$ cat src/rtl/sram_arb_pkg.sv
// sram_arb_pkg: slot phases shared with sram_controller and default SRAM port widths
package sram_arb_pkg;
    typedef enum logic [1:0] {
        PH_ADDR   = 2'd0,
        PH_WAIT   = 2'd1,
        PH_CAP_WR = 2'd2,
        PH_WE     = 2'd3
    } phase_t;
    localparam int SRAM_ADDR_W = 20;
    localparam int SRAM_DATA_W = 32;
endpackage

$ cat src/rtl/sram_wr_fifo.sv
// sram_wr_fifo: synchronous write-request FIFO; full is taken before any same-cycle pop
module sram_wr_fifo #(
    parameter int DEPTH = 4,
    parameter int W = 52
) (
    input  logic         clk_100m,
    input  logic         rst_n,
    input  logic         push,
    input  logic [W-1:0] din,
    input  logic         pop,
    output logic [W-1:0] dout,
    output logic         full,
    output logic         empty
);
    localparam int AW = $clog2(DEPTH);
    logic [W-1:0] mem [DEPTH];
    logic [AW:0] wp, rp;
    assign full = (wp[AW] != rp[AW]) && (wp[AW-1:0] == rp[AW-1:0]);
    assign empty = wp == rp;
    assign dout = mem[rp[AW-1:0]];
    always_ff @(posedge clk_100m or negedge rst_n)
        if (!rst_n) begin
            wp <= '0;
            rp <= '0;
        end else begin
            if (push && !full) wp <= wp + (AW+1)'(1);
            if (pop && !empty) rp <= rp + (AW+1)'(1);
        end
    always_ff @(posedge clk_100m)
        if (push && !full) mem[wp[AW-1:0]] <= din;
endmodule

$ cat src/rtl/sram_arbiter.sv
// sram_arbiter: slot-locked read arbitration and buffered writes onto the single sram_controller
module sram_arbiter
    import sram_arb_pkg::*;
#(
    parameter int ADDR_W = SRAM_ADDR_W,
    parameter int DATA_W = SRAM_DATA_W,
    parameter int N_RD = 3,
    parameter int WF_DEPTH = 4
) (
    input  logic                     clk_100m,
    input  logic                     rst_n,
    input  logic [N_RD-1:0]          rd_req,
    input  logic [N_RD*ADDR_W-1:0]   rd_addr_in,
    output logic [N_RD-1:0]          rd_gnt,
    output logic [N_RD-1:0]          rd_valid,
    output logic [DATA_W-1:0]        rd_data_out,
    input  logic                     wr_req,
    input  logic [ADDR_W-1:0]        wr_addr_in,
    input  logic [DATA_W-1:0]        wr_data_in,
    output logic                     wr_ready,
    output logic                     wr_empty,
    output logic [ADDR_W-1:0]        sram_rd_addr,
    input  logic [DATA_W-1:0]        sram_rd_data,
    output logic                     sram_wr_en,
    output logic [ADDR_W-1:0]        sram_wr_addr,
    output logic [DATA_W-1:0]        sram_wr_data
);
    localparam int IW = $clog2(N_RD);
    phase_t phase;
    logic [IW-1:0] rr, win, tag;
    logic win_vld, tag_vld, slot_end, issue, wr_pend, f_full, f_empty;
    logic [ADDR_W+DATA_W-1:0] f_head;
    function automatic int rr_cand(input int p, input int j);
        return 1 + (p - 1 + j) % (N_RD - 1);
    endfunction
    assign slot_end = phase == PH_WE;
    assign issue = (phase == PH_WAIT) && !f_empty;
    assign wr_ready = !f_full;
    assign wr_empty = f_empty && !wr_pend;
    // video wins outright; the rest are scanned from rr, lowest offset last so it wins
    always_comb begin
        win_vld = rd_req[0];
        win = '0;
        if (!rd_req[0])
            for (int j = N_RD - 2; j >= 0; j--)
                if (rd_req[rr_cand(int'(rr), j)]) begin
                    win_vld = 1'b1;
                    win = IW'(rr_cand(int'(rr), j));
                end
    end
    always_ff @(posedge clk_100m or negedge rst_n)
        if (!rst_n) phase <= PH_ADDR;
        else phase <= phase_t'(phase + 2'd1);
    always_ff @(posedge clk_100m or negedge rst_n)
        if (!rst_n) begin
            rd_gnt <= '0;
            rd_valid <= '0;
            rd_data_out <= '0;
            sram_rd_addr <= '0;
            rr <= IW'(1);
            tag <= '0;
            tag_vld <= 1'b0;
        end else begin
            rd_gnt <= (slot_end && win_vld) ? N_RD'(1) << win : '0;
            rd_valid <= (slot_end && tag_vld) ? N_RD'(1) << tag : '0;
            if (slot_end) begin
                rd_data_out <= sram_rd_data;
                tag <= win;
                tag_vld <= win_vld;
                if (win_vld) sram_rd_addr <= rd_addr_in[int'(win)*ADDR_W +: ADDR_W];
                if (win_vld && win != '0) rr <= (win == IW'(N_RD - 1)) ? IW'(1) : win + IW'(1);
            end
        end
    always_ff @(posedge clk_100m or negedge rst_n)
        if (!rst_n) begin
            sram_wr_en <= 1'b0;
            sram_wr_addr <= '0;
            sram_wr_data <= '0;
            wr_pend <= 1'b0;
        end else begin
            sram_wr_en <= issue;
            wr_pend <= issue || (wr_pend && !slot_end);
            if (issue) {sram_wr_addr, sram_wr_data} <= f_head;
        end
    sram_wr_fifo #(.DEPTH(WF_DEPTH), .W(ADDR_W + DATA_W)) u_fifo (
        .clk_100m(clk_100m),
        .rst_n(rst_n),
        .push(wr_req && !f_full),
        .din({wr_addr_in, wr_data_in}),
        .pop(sram_wr_en),
        .dout(f_head),
        .full(f_full),
        .empty(f_empty)
    );
endmodule
$ cat config.mk
export PLATFORM = sky130hd
export DESIGN_NAME = sram_arbiter
export DESIGN_NICKNAME = d
export VERILOG_FILES = /design/src/rtl/sram_arb_pkg.sv /design/src/rtl/sram_wr_fifo.sv /design/src/rtl/sram_arbiter.sv
export SDC_FILE = /design/constraint.sdc
export NUM_CORES = 1
export LEC_CHECK = 0
export CAP_MARGIN = 20
export CORE_MARGIN = 2
export CORE_UTILIZATION = 51
export DETAILED_ROUTE_END_ITERATION = 8
export GPL_ROUTABILITY_DRIVEN = 0
export GPL_TIMING_DRIVEN = 0
export PLACE_DENSITY_LB_ADDON = 0.2
export SLEW_MARGIN = 20
export SYNTH_ARGS = -nofsm -noshare
export SYNTH_HDL_FRONTEND = slang
export SYNTH_HIERARCHICAL = 1
export SYNTH_SLANG_ARGS = --single-unit
$ cat constraint.sdc
create_clock -name clk_100m -period 3.8 [get_ports clk_100m]
set_input_delay 0.76 -clock clk_100m [delete_from_list [all_inputs] [get_ports clk_100m]]
set_output_delay 0.76 -clock clk_100m [all_outputs]
set_load 0.02 [all_outputs]
==> impl_results.md, run 1 <==
- Status: finished clean
- Worst-Skew Late Latency: around 0.50 ns
- Seq/Total Area, Yosys: 0.7359
- DR WL/cell: between 20 and 25 um
- CP required: ~3 ns
- Post-Syn Area per Cell: ~20 um2
- CP dominant cell by count: buf_6
- Sw power: between 3000 and 4000 uW
- Sw Ratio: 0.2960
- Clk pin slew, worst setup/hold paths: about 0.060 ns
- Via count: 7,018
- Nets: about 1,100
- Setup CP Type: reg -> out
- Final instance area: approximately 0.017 mm2
- Worst slew pin tran: approximately 0.63 ns
- CTS sink count: 333
- Int Pwr: between 9000 and 10,000 uW
- Yosys top cell area share: 0.4903
- Most frequent cells in the layout: clkdlybuf4s50_1 (261), edfxtp_1 (208), dfrtp_1 (124), mux2_2 (84), mux4_2 (49)
- Final WS setup: about 0.6 ns
- Root buffer cell: clkbuf_16
- Hold Vio Cnt, Final: 0
- Grt ovf: 0
- Total GRT Usage: 0.2106
- Worst Reg2Reg Path Length in Cells: 10
- Crit. Startpoint: u_fifo/rp[0]$_DFFE_PN0P_
- H-tree depth: 2
- Synth Register Bits: 333
- Chip width: 162.1 um
- Crit-path slowest cell: clkdlybuf4s50_1
- Async SR Flop Fraction: 0.3754
- Post-CTS Hold Buffers: 0
- DP Worst Slack: between 0.8 and 0.9 ns
- Critical Path, Cell by Cell: buf_6 > xnor2_2 > buf_6 > and3_2 > nor2b_1 > clkdlybuf4s50_1
- Peak VDD IR: between 0.6 and 0.7 mV
- CTS buffer count: 35
- Max-slew headroom: 0.5742
- Drt initial violations: ~400
- Setup violations, final: 0
- Commonest non-fill, non-tap cell in the layout: clkdlybuf4s50_1
- # DRC: 0
- Ranking of synthesized cells by area: edfxtp_1 (49%), dfrtp_1 (24%), mux4_2 (8.7%)
- Vias per cell: 5.382
- ANT nets after route: 0
- Most used DFF post-synth: edfxtp_1
- Critical-path maximum fanout: 10
- Crit path launch type: flop
- Antenna Cells: 0
- Antenna violations before repair: 0
- CTS max path bufs: 3
- Final Cycle Share: 0.8458
- CORE AREA: between 0.02 and 0.025 mm2
- Cell Area, Synth: between 0.01 and 0.015 mm2
- # resized after CTS: 0
- Filler Cell Count: around 1,700
- Cell Pwr Density: about 760 mW/mm2
- Largest net degree at the start of global routing: 79
- Min Clock Period, post-route: between 3 and 4 ns
- Critical Path End: wr_empty
- Cells after Synth: roughly 650
- Leak pwr: approximately 0.0062 uW
- Setup bufs post-CTS: 0
- Clk_skew: ~0.015 ns
- Comb power frac: 0.351
- Area Overhead vs Synth: 33.38%
- Setup crit end kind: output pin
- EDFF count, synth: 208
- Post-synth net total: 806
- I/O Buffers: about 260
- DP Area: between 0.015 and 0.02 mm2
- Slowest cell delay on critical path: between 0.6 and 0.7 ns
- Ys Warns: 6
- Max-slew violations: 0
- CTS tree: yes
- First-pass GRT wire length: ~42,000 um
- Vias in the first global route: about 7,500
- Synth cell types: 45
- Ports: 263
- Maxcap violations: 0
- Reg power frac: 0.406
- Detailed Route WL: 27,410 um
- Fmax achieved: approximately 310 MHz
- Reg2reg end: u_fifo/mem[0][25]$_DFFE_PP_
- Share of post-route cells with drive strength above 1: 0.2408
- Yosys top cell by area: edfxtp_1
- Starting Density: 0.5223
- DP Wirelength: ~18,000 um
- Critical Path AT: approximately 2.5 ns
- Clock share of power: 0.242
- Die Y: around 160 um
- Worst Hold Class: in -> async
- Die ar.: ~0.026 mm2
- R2R Setup Slk: roughly 1.1 ns
- RR Startpoint: u_fifo/rp[0]$_DFFE_PN0P_
- RSZ-0062 raised after global routing: no
- Rows: 57
- Router iterations before antenna repair: 4
-- Yosys cell counts, types with 4 or more instances --
cell type / count
buf_2: 21
a21oi_1: 14
a21o_1: 6
and2_1: 6
nand3_1: 15
nand2b_1: 4
mux2_2: 84
buf_6: 11
dfrtp_1: 124
mux4_2: 49
ha_1: 7
a32oi_1: 8
o21ai_0: 4
nor2_1: 14
nand2_1: 8
a222oi_1: 12
edfxtp_1: 208
inv_1: 14
-- power by group through the flow --
stage          combinational, uW  clock, uW  sequential [uW]
6_report                    4530       3130             5240
5_1_grt                     4870       3350             5320
4_1_cts                     4630       3210             5250
3_5_place_dp                4600          0             5300
3_3_place_gp                4410          0             5330
2_1_floorplan               2460          0             5660
-- sequential cells by signal (all words and copies together) (netlist names) --
register,flops
wr_pend,1
sram_rd_addr,20
u_fifo/wp,3
rd_valid,3
sram_wr_data,32
rr,2
sram_wr_addr,20
tag_vld,1
rd_data_out,32
u_fifo/rp,3
tag,2
phase,2
rd_gnt,3
sram_wr_en,1
u_fifo/mem,208
-- final cells by class --
type	instances	area [um2]	area share
Multi-Input combinational cell	268	3083	0.1814
Buffer	33	232.7	0.01370
Timing Repair Buffer	269	2785	0.1639
Tap cell	324	405.4	0.02386
Sequential cell	333	9375	0.5517
Clock buffer	57	1028	0.06053
Clock inverter	5	26.28	0.001546
Inverter	15	56.30	0.003313
-- metal layers --
layer / global-route usage / vias to the layer above / routed length, um
li1: - / 3175 / -
met1: 0.2578 / 3568 / 10730
met2: 0.3814 / 238 / 14400
met3: 0.04928 / 37 / 1864
met4: 0.04907 / 0 / 424
met5: 0 / - / 0
-- through the flow --
stage	hold WS, ns	setup TNS [ns]	utilization	total power [uW]	std cells
floorplan	0.4281	0	-	8121	649
global placement	0.4403	-560.58	0.6465	9734	1235
detailed placement	0.4478	0	0.6534	9907	1242
CTS	0.1713	0	0.6967	13080	1304
global route	0.1857	0	0.6967	13550	1304
finish	0.1704	0	0.6967	12900	1304
-- logic make-up after synthesis --
| group | synth area share |
|---|---|
| DFF | 0.7359 |
| muxes | 0.1671 |
| AOI/OAI and AO/OA | 0.03752 |
| and+or+nand+nor | 0.02337 |
| buffers and inverters | 0.02269 |
| xor gates and xnor gates | 0.006581 |
| adders and majority gates | 0.006875 |
-- how the worst min path moves through the flow --
stage	to	slack, ns
finish	rd_data_out[9]$_DFFE_PN0P_	0.17
global route	rd_data_out[9]$_DFFE_PN0P_	0.19
CTS	rd_data_out[9]$_DFFE_PN0P_	0.17
detailed placement	rd_valid[0]$_DFF_PN0_	0.45
global placement	rd_valid[0]$_DFF_PN0_	0.44
floorplan	phase[0]$_DFF_PN0_	0.43
-- critical path, delay by kind of cell (launching register included) --
| kind | cells | cell delay (ns) |
|---|---|---|
| xor gates and xnor gates | 1 | 0.22 |
| buffers and inverters | 3 | 1.02 |
| DFF | 1 | 0.40 |
| and+or+nand+nor | 2 | 0.32 |
Power figures use the tool's default switching activity.
==> inputs of run 2 (changes only) <==
--- a/config.mk
+++ b/config.mk
@@ -7,7 +7,7 @@
 export LEC_CHECK = 0
 export CAP_MARGIN = 20
 export CORE_MARGIN = 2
-export CORE_UTILIZATION = 51
+export CORE_UTILIZATION = 46
 export DETAILED_ROUTE_END_ITERATION = 8
 export GPL_ROUTABILITY_DRIVEN = 0
 export GPL_TIMING_DRIVEN = 0
==> constraint.sdc (replaced) <==
create_clock -name clk_100m -period 2.8 [get_ports clk_100m]
set_input_delay 0.56 -clock clk_100m [delete_from_list [all_inputs] [get_ports clk_100m]]
set_output_delay 0.56 -clock clk_100m [all_outputs]
set_load 0.02 [all_outputs]
==> run 2 against run 1 <==
First-iteration DRC count is 2.7% higher. Die area is 11% higher. Final cell count is 4.5% higher. Setup slack worse by 0.39 ns. Sequential power is 35% higher. Highest routed layer unchanged. Utilization is 6.0 points lower. Clock-buffer cell count is 5 lower. Register-to-register slack worse by 0.78 ns. Final area is 1.6% higher. Flip-flop and latch count stayed put. Global-route usage is 2.5 points lower.
==> impl_results.md, run 2 (synthesis gave the netlist of run 1 again) <==
- DP Wirelength: 17,860 um (was 18,400 um)
- I/O Buffers: 262 (unchanged)
- Die ar.: 0.02904 mm2 (was 0.02626 mm2)
- Total GRT Usage: 0.1858 (was 0.2106)
- Setup crit end kind: output pin (unchanged)
- Final Cycle Share: 0.9295
- Ports: 263 (unchanged)
- Final WS setup: 0.1973 ns (was 0.5859 ns)
- Worst Hold Class: reg -> reg (was in -> async)
- Antenna Cells: 0 (unchanged)
- CTS buffer count: 36 (was 35)
- Starting Density: 0.4701 (was 0.5223)
- DR WL/cell: 20.27 um (was 21.02 um)
- Nets: 1,120 (was 1,112)
- Delay-heaviest family, CP: buffers and inverters (unchanged)
- Critical Path, Cell by Cell: buf_6 > xnor2_2 > buf_6 > nand3_1 > inv_1 > inv_1 > dlygate4sd2_1 (was buf_6 > xnor2_2 > buf_6 > and3_2 > nor2b_1 > clkdlybuf4s50_1)
- Crit path depth: 7 (was 6)
- Min Clock Period, post-route: 2.603 ns
- CTS max path bufs: 3 (unchanged)
- Crit path launch type: flop (unchanged)
- Max FFs per register: 208 (unchanged)
- Grt ovf: 0 (unchanged)
- CTS tree: yes (unchanged)
- Max-slew violations: 0 (unchanged)
- Clk pin slew, worst setup/hold paths: 0.06 ns (about the same)
- Tot Pwr: 18,020 uW (was 12,900 uW)
- Area Overhead vs Synth: 35.48% (was 33.38%)
- Largest net degree at the start of global routing: 90 (was 79)
- Setup violations, final: 0 (unchanged)
- Max-slew headroom: 0.5514 (was 0.5742)
- Root buffer cell: clkbuf_16 (unchanged)
- First-pass GRT wire length: 40,970 um (was 41,990 um)
- Critical Path AT: 2.04 ns (was 2.45 ns)
- Crit. Startpoint: u_fifo/rp[0]$_DFFE_PN0P_ (unchanged)
- Fmax achieved: 384.2 MHz
- Critical Path End: wr_ready (was wr_empty)
- Vias per cell: 5.205 (was 5.382)
- Commonest non-fill, non-tap cell in the layout: clkdlybuf4s50_1 (unchanged)
- Rows: 60 (was 57)
- Share of post-route cells with drive strength above 1: 0.2533 (was 0.2408)
- Cell Pwr Density: 1044 mW/mm2 (was 759.0 mW/mm2)
- Detailed Route WL: 27,620 um (was 27,410 um)
- CORE AREA: 0.02710 mm2 (was 0.02439 mm2)
- Most frequent cells in the layout: clkdlybuf4s50_1 (259), edfxtp_1 (208), dfrtp_1 (124), mux2_2 (84), mux4_2 (49) (was clkdlybuf4s50_1 (261), edfxtp_1 (208), dfrtp_1 (124), mux2_2 (84), mux4_2 (49))
- R2R Setup Slk: 0.27 ns (was 1.05 ns)
- Worst-Skew Late Latency: 0.51 ns (was 0.50 ns)
- Vias in the first global route: 7,342 (was 7,486)
- Worst Reg2Reg Path Length in Cells: 10 (unchanged)
- Hold Vio Cnt, Final: 0 (unchanged)
- CTS sink count: 333 (unchanged)
- Leak pwr: 0.006339 uW (was 0.006237 uW)
- Chip width: 170.4 um (was 162.1 um)
- Slowest cell delay on critical path: 0.39 ns (was 0.66 ns)
- Bufs and invs on worst path: 5 (was 3)
- Setup CP Type: reg -> out (unchanged)
- Die Y: 170.4 um (was 162.1 um)
- # DRC: 0 (unchanged)
- Status: finished clean (unchanged)
- Reg2reg end: u_fifo/mem[3][25]$_DFFE_PP_ (was u_fifo/mem[0][25]$_DFFE_PP_)
- Critical-path maximum fanout: 10 (unchanged)
- Crit-path slowest cell: dfrtp_1 (was clkdlybuf4s50_1)
- ANT nets after route: 0 (unchanged)
- RSZ-0062 raised after global routing: no (unchanged)
- Drt initial violations: 415 (was 404)
- Clk_skew: 0.02140 ns (was 0.01502 ns)
- DP Worst Slack: 0.03423 ns (was 0.8163 ns)
- Peak VDD IR: 0.7858 mV (was 0.6231 mV)
- Maxcap violations: 0 (unchanged)
- Antenna violations before repair: 0 (unchanged)
- Via count: 7,095 (was 7,018)
- CP required: 2.24 ns (was 3.04 ns)
- H-tree depth: 2 (unchanged)
- Router iterations before antenna repair: 5 (was 4)
- Worst slew pin tran: 0.6689 ns (was 0.6349 ns)
- RR Startpoint: u_fifo/rp[0]$_DFFE_PN0P_ (unchanged)
- Hold_ws: 0.4622 ns (was 0.1704 ns)
## run 2: area by class of cell
cell class	count	area [um2]
multi-input cells	271	3126
well taps	372	465.4
plain buffers	33	232.7
fillers	1952	9841
flip-flops and latches	333	9375
inverters	15	56.30
repair buffers	273	2824
clock buffers	52	1023
clock inverters	14	157.7
## run 2: routing by layer
metal,track usage,up-vias,wire length (um)
li1,-,3199,-
met3,0.05116,42,2255
met4,0.04608,0,452
met1,0.2322,3597,11110
met5,0,-,0
met2,0.3224,257,13810
## run 2: repair_timing
action                                 in CTS  in global routing
gates cloned                                0                  3
hold buffers                                1                  0
resized for setup                           2                  4
pin swaps                                   0                  3
buffers inserted                            0                  3
setup endpoints to repair                   2                 96
endpoints found under the hold margin      36                  0
## run 2: per-stage QoR
stage / area [um2] / util / instances / setup TNS [ns]
after floorplan: 12740 / - / 649 / 0
after detailed placement: 16010 / 0.5908 / 1290 / 0
after global routing: 17260 / 0.6369 / 1363 / 0
after CTS: 17200 / 0.6346 / 1357 / 0
final: 17260 / 0.6369 / 1363 / 0
after global placement: 15830 / 0.5842 / 1283 / -678.27
## run 2: worst min-delay path by stage
stage          cells after the start               endpoint  slack, ns          startpoint
2_1_floorplan                      0     phase[0]$_DFF_PN0_       0.26               rst_n
3_3_place_gp                       1  rd_valid[0]$_DFF_PN0_       0.44  tag[0]$_DFFE_PN0P_
3_5_place_dp                       1  rd_valid[0]$_DFF_PN0_       0.45  tag[0]$_DFFE_PN0P_
4_1_cts                            1  rd_valid[0]$_DFF_PN0_       0.46  tag[0]$_DFFE_PN0P_
5_1_grt                            1     phase[0]$_DFF_PN0_       0.49  phase[0]$_DFF_PN0_
6_report                           1     phase[0]$_DFF_PN0_       0.46  phase[0]$_DFF_PN0_
## run 2: where the power goes
group / total (uW) / internal (uW) / switching [uW]
sequential: 7080 / 6610 / 476
combinational: 6270 / 3260 / 3010
clock: 4670 / 2830 / 1840
total: 18000 / 12700 / 5330
## run 2: worst register-to-register path, cell delays in order, from the launching register on
cell	delay, ns
dfrtp_1	0.39
buf_6	0.17
xnor2_2	0.18
buf_6	0.16
nand3_1	0.08
inv_1	0.05
nor2b_1	0.24
nand2_1	0.15
a31oi_4	0.38
buf_16	0.22
buf_16	0.20
==> inputs of run 3 (changes only) <==
--- a/config.mk
+++ b/config.mk
@@ -5,9 +5,10 @@
 export SDC_FILE = /design/constraint.sdc
 export NUM_CORES = 1
 export LEC_CHECK = 0
+export ABC_AREA = 1
 export CAP_MARGIN = 20
 export CORE_MARGIN = 2
-export CORE_UTILIZATION = 46
+export CORE_UTILIZATION = 47
 export DETAILED_ROUTE_END_ITERATION = 8
 export GPL_ROUTABILITY_DRIVEN = 0
 export GPL_TIMING_DRIVEN = 0
==> run 3 against run 2 <==
Via count increased by 37%. Hold slack about the same. Utilization increased by 0.25 points. Sequential power increased by 1%. Die area increased by 1.2%. Critical endpoint is now wr_empty.
==> impl_results.md, run 3 <==
- Post-Syn Area per Cell: 11.24 um2 (was 19.63 um2)
- RR Startpoint: u_fifo/rp[0]$_DFFE_PN0P_ (unchanged)
- Rows: 61 (was 60)
- Leak pwr: 0.007078 uW (was 0.006339 uW)
- Die ar.: 0.02938 mm2 (was 0.02904 mm2)
- Ranking of synthesized cells by area: edfxtp_1 (47%), dfrtp_1 (24%), nand2_1 (9.9%) (was edfxtp_1 (49%), dfrtp_1 (24%), mux4_2 (8.7%))
- Sw Ratio: 0.3560 (was 0.2956)
- Reg power frac: 0.379 (was 0.393)
- Max-slew violations: 0 (unchanged)
- Hold Startpoint: phase[0]$_DFF_PN0_ (unchanged)
- Final Cycle Share: 0.9232 (was 0.9295)
- Setup CP Type: reg -> out (unchanged)
- Detailed Route WL: 32,860 um (was 27,620 um)
- Vias in the first global route: 9,712 (was 7,342)
- DR WL/cell: 17.37 um (was 20.27 um)
- CP dominant cell by count: inv_1
- Max FFs per register: 208 (unchanged)
- Cell Area, Synth: 0.01317 mm2 (was 0.01274 mm2)
- DP Area: 0.01648 mm2 (was 0.01601 mm2)
- RSZ-0062 raised after global routing: no (unchanged)
- DP Wirelength: 21,620 um (was 17,860 um)
- Nets: 1,645 (was 1,120)
- Cells after Synth: 1,172 (was 649)
- Drt initial violations: 563 (was 415)
- ANT nets after route: 0 (unchanged)
- Final WS setup: 0.2149 ns (was 0.1973 ns)
- Cell Pwr Density: 1067 mW/mm2 (was 1044 mW/mm2)
- Router iterations before antenna repair: 5 (unchanged)
- Root buffer cell: clkbuf_16 (unchanged)
- DP Worst Slack: -0.1196 ns (was 0.03423 ns)
- Bufs and invs on worst path: 5 (unchanged)
- H-tree depth: 2 (unchanged)
- CTS sink count: 333 (unchanged)
- # DRC: 0 (unchanged)
- Maxcap violations: 0 (unchanged)
- CP required: 2.24 ns (about the same)
- Starting Density: 0.4755 (was 0.4701)
- Critical Path, Cell by Cell: buf_6 > inv_4 > nand2_1 > nand2_2 > nand3_2 > inv_1 > inv_1 > nor2_1 > clkdlybuf4s15_1 (was buf_6 > xnor2_2 > buf_6 > nand3_1 > inv_1 > inv_1 > dlygate4sd2_1)
- Sw power: 6727 uW (was 5327 uW)
- Critical-path maximum fanout: 8 (was 10)
- Antenna violations before repair: 2 (was 0)
- First-pass GRT wire length: 50,450 um (was 40,970 um)
- Synth cell types: 31 (was 45)
- CTS buffer count: 35 (was 36)
- CORE AREA: 0.02771 mm2 (was 0.02710 mm2)
- Delay-heaviest family, CP: buffers and inverters (unchanged)
- Worst slew pin tran: 0.5987 ns (was 0.6689 ns)
- Hold Vio Cnt, Final: 0 (unchanged)
- Clk pin slew, worst setup/hold paths: 0.06 ns (about the same)
- Async SR Flop Fraction: 0.3754 (unchanged)
- Clock share of power: 0.245 (was 0.259)
- Most used DFF post-synth: edfxtp_1 (unchanged)
- Clk_skew: 0.02232 ns (was 0.02140 ns)
- Crit-path slowest cell: dfrtp_1 (unchanged)
- I/O Buffers: 262 (unchanged)
- CTS max path bufs: 3 (unchanged)
- Critical Path AT: 2.03 ns (was 2.04 ns)
- Worst-Skew Late Latency: 0.51 ns (about the same)
- Grt ovf: 0 (unchanged)
- Share of post-route cells with drive strength above 1: 0.07992 (was 0.2533)
- Crit path launch type: flop (unchanged)
- Peak VDD IR: 0.5760 mV (was 0.7858 mV)
- Setup crit end kind: output pin (unchanged)
- Min Clock Period, post-route: 2.585 ns (was 2.603 ns)
- Largest net degree at the start of global routing: 86 (was 90)
- Via count: 9,708 (was 7,095)
- Seq/Total Area, Yosys: 0.7117 (was 0.7359)
- Fmax achieved: 386.8 MHz (was 384.2 MHz)
- Slowest cell delay on critical path: 0.39 ns (about the same)
- Status: finished clean (unchanged)
- Comb power frac: 0.377 (was 0.348)
- Top post-synthesis cells by count: nand2_1 (346), edfxtp_1 (208), nor2_1 (145) (was edfxtp_1 (208), dfrtp_1 (124), mux2_2 (84))
- Most frequent cells in the layout: nand2_1 (346), clkdlybuf4s50_1 (259), edfxtp_1 (208), nor2_1 (142), dfrtp_1 (124) (was clkdlybuf4s50_1 (259), edfxtp_1 (208), dfrtp_1 (124), mux2_2 (84), mux4_2 (49))
- Worst Hold Class: reg -> reg (unchanged)
- Max-slew headroom: 0.6005 (was 0.5514)
- Synth Register Bits: 333 (unchanged)
- Post-synth net total: 1,329 (was 806)
- Area Overhead vs Synth: 34.48% (was 35.48%)
- R2R Setup Slk: 0.21 ns (was 0.27 ns)
- Fin util: 0.6394 (was 0.6369)
- Setup violations, final: 0 (unchanged)
- Int Pwr: 12,170 uW (was 12,700 uW)
- EDFF count, synth: 208 (unchanged)
- Chip width: 171.4 um (was 170.4 um)
- CTS tree: yes (unchanged)
- Final instance area: 0.01771 mm2 (was 0.01726 mm2)
- Crit. Startpoint: u_fifo/rp[0]$_DFFE_PN0P_ (unchanged)
- Vias per cell: 5.131 (was 5.205)
- Yosys top cell area share: 0.4742 (was 0.4903)
- Antenna Cells: 0 (unchanged)
- Most numerous cell in the Yosys netlist: nand2_1 (was edfxtp_1)
- Yosys top cell by area: edfxtp_1 (unchanged)
- Ys Warns: 6 (unchanged)
- Total GRT Usage: 0.2215 (was 0.1858)
- Ports: 263 (unchanged)
- Die Y: 171.4 um (was 170.4 um)
- Commonest non-fill, non-tap cell in the layout: nand2_1 (was clkdlybuf4s50_1)
run 3: cell types whose count changed after synthesis, sizes merged, moves of 13 or more:
cell | previous run | this run
nand3 | 15 | 51
mux2 | 84 | 0
a21oi | 15 | 2
mux4 | 52 | 0
nand2 | 9 | 350
inv | 15 | 30
o21ai | 6 | 109
nor2 | 14 | 147
nand4 | 0 | 18
clkbuf | 1 | 29
o22ai | 0 | 52
run 3: power by group through the flow:
stage | Sequential, uW | Combinational (uW) | Clock, uW
final | 7160 | 7110 | 4630
after global routing | 7290 | 7850 | 4900
after CTS | 7160 | 7140 | 4730
after detailed placement | 7240 | 7080 | 0
after global placement | 7270 | 6810 | 0
after floorplan | 7860 | 3390 | 0
run 3: final cells by class:
type / instances / area (um2)
multi-input cells: 742 / 3337
plain buffers: 66 / 361.6
well taps: 378 / 473.0
inverters: 32 / 130.1
flip-flops and latches: 333 / 9375
fillers: 2272 / 9991
repair buffers: 278 / 2875
clock inverters: 16 / 200.2
clock buffers: 47 / 962.2
run 3: path summary, 6_finish.rpt:
check,to,cells after the start
setup / recovery,wr_empty,9
hold / removal,phase[0]$_DFF_PN0_,1
setup reg to reg,u_fifo/mem[1][9]$_DFFE_PP_,11
hold reg to reg,phase[0]$_DFF_PN0_,1
max in group asynchronous,rr[0]$_DFFE_PN1P_,3
min in group asynchronous,rd_data_out[3]$_DFFE_PN0P_,2
run 3: metrics by stage:
stage / hold WS, ns / cells / TNS, ns / total power (uW)
after floorplan: 0.2644 / 1172 / -26.26 / 11260
after global placement: 0.4420 / 1812 / -817.88 / 14080
after detailed placement: 0.4543 / 1820 / -1.544 / 14320
after CTS: 0.4629 / 1885 / 0 / 19040
after global routing: 0.4830 / 1892 / 0 / 20030
final: 0.4618 / 1892 / 0 / 18900
run 3: worst register-to-register path: stages, from the launching register on:
cell and delay, ns:
dfrtp_1 0.36, buf_6 0.15, inv_4 0.07, nand2_1 0.07
nand2_2 0.08, nand3_4 0.12, inv_1 0.06, nor2_1 0.32
nand2_4 0.19, nor2_4 0.42, buf_12 0.26, buf_16 0.17
run 3: cell families after synthesis:
family | after synthesis | synth area share
DFF | 333 | 0.7117
buffers and inverters | 98 | 0.03714
AOI/OAI and AO/OA | 163 | 0.06687
adders and majority gates | 7 | 0.006649
xor gates and xnor gates | 2 | 0.002755
and+or+nand+nor | 569 | 0.1749
run 3: layer usage:
| metal | GRT usage | share of wire | up-vias |
|---|---|---|---|
| met5 | 0.01391 | 0.0024 | - |
| met4 | 0.07001 | 0.025 | 6 |
| met3 | 0.04901 | 0.080 | 63 |
| met2 | 0.3927 | 0.49 | 368 |
| met1 | 0.2689 | 0.41 | 4628 |
| li1 | - | - | 4643 |
run 3: repair_timing:
item | 4_1_cts | 5_1_grt
pin swaps | 1 | 1
cloned | 1 | 0
gates resized for setup | 1 | 2
hold endpoints to repair | 40 | 0
endpoints found under the setup margin | 14 | 24
hold buffers | 1 | 0
setup buffers | 0 | 7
==> RTL edit 1, RTL diff (config.mk and constraints of run 2) <==
Reset style: synchronous (`rst_n`), changed in 4 clocked blocks.
--- a/src/rtl/sram_wr_fifo.sv
+++ b/src/rtl/sram_wr_fifo.sv
@@ -18,7 +18,7 @@
     assign full = (wp[AW] != rp[AW]) && (wp[AW-1:0] == rp[AW-1:0]);
     assign empty = wp == rp;
     assign dout = mem[rp[AW-1:0]];
-    always_ff @(posedge clk_100m or negedge rst_n)
+    always_ff @(posedge clk_100m)
         if (!rst_n) begin
             wp <= '0;
             rp <= '0;
--- a/src/rtl/sram_arbiter.sv
+++ b/src/rtl/sram_arbiter.sv
@@ -48,10 +48,10 @@
                     win = IW'(rr_cand(int'(rr), j));
                 end
     end
-    always_ff @(posedge clk_100m or negedge rst_n)
+    always_ff @(posedge clk_100m)
         if (!rst_n) phase <= PH_ADDR;
         else phase <= phase_t'(phase + 2'd1);
-    always_ff @(posedge clk_100m or negedge rst_n)
+    always_ff @(posedge clk_100m)
         if (!rst_n) begin
             rd_gnt <= '0;
             rd_valid <= '0;
@@ -71,7 +71,7 @@
                 if (win_vld && win != '0) rr <= (win == IW'(N_RD - 1)) ? IW'(1) : win + IW'(1);
             end
         end
-    always_ff @(posedge clk_100m or negedge rst_n)
+    always_ff @(posedge clk_100m)
         if (!rst_n) begin
             sram_wr_en <= 1'b0;
             sram_wr_addr <= '0;
Formal check against the unedited RTL: differs if rst_n is asserted again (counterexample within 4 cycles, from zero or initial values and one cycle with rst_n low); with rst_n held inactive, the same outputs for 4 cycles.
==> RTL edit 1 against run 2 <==
  * Cell area down 2.3%
  * Sequential cell count increased by 2
  * First-iteration DRC count rose by 3.1%
  * Synthesized area is 2.2% lower
  * Wire length grew 6.0%
  * Cell count grew 12%
  * Setup slack worse by 0.066 ns
Power is not compared: it rests on default switching activity, and its combinational part moved more than twofold at a synthesized area within 25%.
==> RTL edit 1: results (changes against run 2) <==
| Metric | Value |
|---|---|
| Register area share after synthesis | `70.55% (-3.0 points)` |
| Worst setup timing slack at the placement stage | `-0.1770 ns (-0.2113 ns)` |
| CP max FO | `7 (-3)` |
| Pin count of the biggest net entering global routing | `46 (-49%)` |
| Startpoint of the most critical register-to-register path | `u_fifo/rp[0]$_SDFFE_PN0P_` |
| Result of the run | `finished, final reports clean` |
| Via count of the first global-routing pass | `8,213 (+12%)` |
| List of most frequent post-synthesis cells | `208 x sky130_fd_sc_hd__edfxtp_1, 131 x sky130_fd_sc_hd__nand2_1, 127 x sky130_fd_sc_hd__dfxtp_1` |
| Cell count after synthesis | `845 (+30%)` |
| Initial DRC Count | `428 (+3.1%)` |
| Final Hold Slack | `0.4516 ns (-0.01053 ns)` |
| Reg-to-reg slack, setup | `0.30 ns (+0.03 ns)` |
| Worst-case clock skew | `0.01480 ns (-0.006603 ns)` |
| Start point of the worst min-delay path | `phase[0]$_SDFF_PN0_` |
| Per-cell via count in the routed design | `5.293 (+1.7%)` |
| Post-synth net total | `1,002 (+24%)` |
| Async set or reset register ratio after synthesis | `0% (-38 points)` |
| Wire length of the first global-routing pass | `44,930 um (+9.7%)` |
| Max-Slew Margin vs Limit | `48.12% (-7.0 points)` |
| Hold Path End | `phase[0]$_SDFF_PN0_` |
| Main area contributors after synthesis | `sky130_fd_sc_hd__edfxtp_1 50%, sky130_fd_sc_hd__dfxtp_1 20%, sky130_fd_sc_hd__mux4_2 9.4%` |
| Half-perimeter wire length of the detailed placement result | `19,560 um (+9.5%)` |
| Signal arrival time at the worst endpoint | `2.11 ns (+0.07 ns)` |
| Share of layout cells above drive strength 1 | `12.21% (-13 points)` |
| Global routing usage summed across all routing layers | `20.37% (+1.8 points)` |
==> RTL edit 1: metal layers <==
| metal | GRT usage, % | share of wire [%] | vias up |
|---|---|---|---|
| li1 | - | - | 3779 |
| met1 | 24.68 | 40 | 3962 |
| met2 | 36.39 | 50 | 267 |
| met3 | 5.191 | 7.5 | 40 |
| met4 | 5.397 | 1.9 | 2 |
| met5 | 0 | 0.044 | - |
==> RTL edit 1: cell type report <==
class	count	area, um2
Timing Repair Buffer	268	2751
Fill cell	2106	9935
Inverter	11	41.29
Multi-Input combinational cell	444	3423
Antenna cell	1	2.502
Clock inverter	12	93.84
Tap cell	341	426.7
Clock buffer	54	1071
Sequential cell	335	8790
Buffer	55	266.5
==> RTL edit 1: how the worst max path moves through the flow <==
stage                                          from                          end  slack, ns
after global placement    u_fifo/wp[0]$_SDFFE_PN0P_  u_fifo/mem[3][25]$_DFFE_PP_      -1.77
after floorplan           u_fifo/wp[0]$_SDFFE_PN0P_   u_fifo/mem[3][0]$_DFFE_PP_      -0.33
after CTS                 u_fifo/wp[1]$_SDFFE_PN0P_                     wr_ready       0.01
after detailed placement  u_fifo/wp[0]$_SDFFE_PN0P_  u_fifo/mem[3][14]$_DFFE_PP_      -0.18
after global routing      u_fifo/rp[0]$_SDFFE_PN0P_                     wr_empty       0.03
final                     u_fifo/rp[0]$_SDFFE_PN0P_                     wr_ready       0.13
==> RTL edit 1: through the flow <==
step                      TNS (ns)  util, %  cell area (um2)
final                            0    62.93            16870
after global placement     -187.07    57.88            15510
after global routing             0    62.92            16860
after floorplan             -17.17        -            12460
after CTS                        0    62.82            16830
after detailed placement    -9.172    58.37            15640
==> RTL edit 1: timing repair <==
item | CTS | global route
buffers inserted | 1 | 0
pin swaps | 1 | 0
setup endpoints to repair | 154 | 133
resized for setup | 4 | 5
==> RTL edit 1: power breakdown <==
part           internal, mW  switching (mW)  leakage, nW
logic                  1.06            1.20         2.11
registers              5.79           0.179         2.94
clock network          2.74            1.83        0.577
==> RTL edit 1: worst reg2reg max path, cell delays in order, from the launching register on <==
cell	delay, ns
sky130_fd_sc_hd__dfxtp_1	0.52
sky130_fd_sc_hd__xor2_4	0.30
sky130_fd_sc_hd__nor3_4	0.10
sky130_fd_sc_hd__nor2b_2	0.25
sky130_fd_sc_hd__inv_1	0.09
sky130_fd_sc_hd__a31oi_1	0.25
sky130_fd_sc_hd__and2_4	0.34
sky130_fd_sc_hd__buf_16	0.27
==> RTL edit 1: cells by family after synthesis <==
family / share of synthesized area, %
flip-flops: 70.55
AND/OR/NAND/NOR: 6.870
AO/OA/AOI/OAI: 7.011
multiplexers: 11.97
buffers and inverters: 2.471
adder cells (fa/ha/maj): 0.7031
XOR/XNOR: 0.4219
==> RTL edit 2, RTL diff (config.mk and constraints of run 2) <==
Made on the original files. The package constant `SRAM_DATA_W` goes from 32 to 28.
--- a/src/rtl/sram_arb_pkg.sv
+++ b/src/rtl/sram_arb_pkg.sv
@@ -7,6 +7,6 @@
         PH_WE     = 2'd3
     } phase_t;
     localparam int SRAM_ADDR_W = 20;
-    localparam int SRAM_DATA_W = 32;
+    localparam int SRAM_DATA_W = 28;
 endpackage
 
Ports: changed (resized rd_data_out, sram_rd_data, sram_wr_data and wr_data_in); port bits go from 263 to 247. The function was not compared with the original's and may differ.
==> RTL edit 2 against run 2 <==
  * Sequential share of layout area is 0.43 points lower
  * Sequential cell count is 24 lower
  * Setup slack worse by 0.14 ns
  * Power is 6.7% lower
  * Wire length is 3.1% lower
  * Combinational power is 5.9% lower
  * Synthesized area is 6.7% lower
  * First-iteration DRC count is 7.5% higher
  * Cell area is 6.5% lower
  * Via count is 5.0% lower
  * Critical path depth is 1 lower
==> RTL edit 2: results (changes against run 2) <==
| Metric | Value |
|---|---|
| Initial DRC Count | `446 (+7.5%)` |
| Total via count in the routed design | `6,741 (-5.0%)` |
| Register area share after synthesis | `73.17% (-0.42 points)` |
| Number of flip-flops under the largest register name | `192 (-7.7%)` |
| Internal power consumption | `11.80 mW (-7.0%)` |
| Post-synth net total | `762 (-5.5%)` |
| Synth unique cells | `41 (-8.9%)` |
| Number of synthesized flops with an enable pin | `192 (-7.7%)` |
| Half-perimeter wire length of the detailed placement result | `17,980 um (+0.71%)` |
| Crit path to | `wr_empty` |
| Post-Route WL | `26,770 um (-3.1%)` |
| Signal arrival time at the worst endpoint | `2.18 ns (+0.14 ns)` |
| Reg-to-reg slack, setup | `0.17 ns (-0.10 ns)` |
| Result of the run | `finished, final reports clean` |
| Cell count after synthesis | `613 (-5.5%)` |
| Number of optimization iterations in the first detailed-route pass | `6 (+1)` |
| Worst-case clock skew | `0.01615 ns (-0.005255 ns)` |
| Max-Slew Margin vs Limit | `51.59% (-3.5 points)` |
| Maximum ir drop on the vdd rail | `0.0006884 V (-12%)` |
| Number of nets in the layout | `1,056 (-5.7%)` |
| Share of layout cells above drive strength 1 | `23.04% (-2.3 points)` |
| Wire length of the first global-routing pass | `39,930 um (-2.5%)` |
| Port Buf Inserts | `246 (-6.1%)` |
| Startpoint type of the worst setup path | `flop` |
| Via count of the first global-routing pass | `7,293 (-0.67%)` |
| Global routing usage summed across all routing layers | `19.49% (+0.91 points)` |
| Placed instance count | `1,196 (-7.3%)` |
| Main area contributors after synthesis | `sky130_fd_sc_hd__edfxtp_1 49%, sky130_fd_sc_hd__dfrtp_1 24%, sky130_fd_sc_hd__mux4_2 9.1%` |
| Leakage power of the design | `5.944 nW (-6.2%)` |
| Reg clk slew, reported paths | `0.06 ns (about the same)` |
| List of most frequent post-synthesis cells | `192 x sky130_fd_sc_hd__edfxtp_1, 116 x sky130_fd_sc_hd__dfrtp_1, 76 x sky130_fd_sc_hd__mux2_2` |
| Number of buffers created by CTS | `34 (-5.6%)` |
| Critical R2R Capture | `u_fifo/mem[1][26]$_DFFE_PP_` |
| Routed wire per std cell | `21.20 um (+4.6%)` |
| Placed Instance Area | `14,960 um2 (-6.6%)` |
| Async set or reset register ratio after synthesis | `37.86% (+0.33 points)` |
==> RTL edit 2: cells by family after synthesis <==
logic type	after synthesis	share of synthesized area, %
buffers and inverters	45	2.022
adder cells (fa/ha/maj)	7	0.7370
AND/OR/NAND/NOR	60	2.601
XOR/XNOR	7	0.7056
AO/OA/AOI/OAI	52	3.464
flip-flops	309	73.17
multiplexers	133	17.30
==> RTL edit 2: power groups by stage <==
stage               Combinational [mW]  Clock, mW  Sequential, mW
floorplan                         3.14          0            7.08
global placement                  5.63          0            6.61
detailed placement                5.88          0            6.65
CTS                               5.92       4.46            6.57
global route                      6.34       4.66            6.67
finish                            5.90       4.36            6.55
==> RTL edit 2: final cells by class <==
type                       count  area, um2
fill                        1795       9119
sequential                   309       8695
multi-input combinational    261       2999
timing repair buffer         256       2669
clock buffer                  49      978.4
tap                          330      412.9
buffer                        32      191.4
clock inverter                13      141.4
inverter                      13      48.80
==> RTL edit 2: through the flow <==
step / total power, mW / setup WS, ns / utilization [%] / hold slack [ns]
2_1_floorplan: 10.21 / 0.2625 / - / 0.2644
6_report: 16.81 / 0.05807 / 63.89 / 0.4529
5_1_grt: 17.67 / -0.03715 / 63.89 / 0.4926
3_3_place_gp: 12.24 / -3.825 / 58.49 / 0.4399
3_5_place_dp: 12.53 / 0.03520 / 59.23 / 0.4535
4_1_cts: 16.95 / 0.04321 / 63.73 / 0.4600
==> RTL edit 2: worst min-delay path by stage <==
stage	cells past startpoint	slack, ns	from	end
detailed placement	1	0.45	phase[0]$_DFF_PN0_	phase[0]$_DFF_PN0_
finish	1	0.45	phase[0]$_DFF_PN0_	phase[0]$_DFF_PN0_
global placement	1	0.44	tag[0]$_DFFE_PN0P_	rd_valid[2]$_DFF_PN0_
global route	1	0.49	tag[0]$_DFFE_PN0P_	rd_valid[2]$_DFF_PN0_
CTS	1	0.46	tag[0]$_DFFE_PN0P_	rd_valid[2]$_DFF_PN0_
floorplan	0	0.26	rst_n	phase[0]$_DFF_PN0_
==> RTL edit 2: worst max-delay path, delay by kind of cell (launching register included) <==
kind / cells / cell delay, ns
XOR/XNOR: 1 / 0.26
AND/OR/NAND/NOR: 2 / 0.33
buffers and inverters: 3 / 0.68
flip-flops: 1 / 0.40
==> RTL edit 2: per-layer routing <==
metal	GRT usage, %	routed length [um]	vias to the layer above
met5	0	0	-
met4	6.443	759	0
met3	4.671	2061	57
met2	35.18	13900	255
met1	22.94	10050	3423
li1	-	-	3006
==> RTL edit 2: timing repair <==
action	in CTS	in global routing
gates resized for setup	3	2
gates cloned	0	2
hold buffers	1	0
setup buffers	0	2
endpoints found under the setup margin	2	86
endpoints found under the hold margin	32	0
pin swaps	0	3
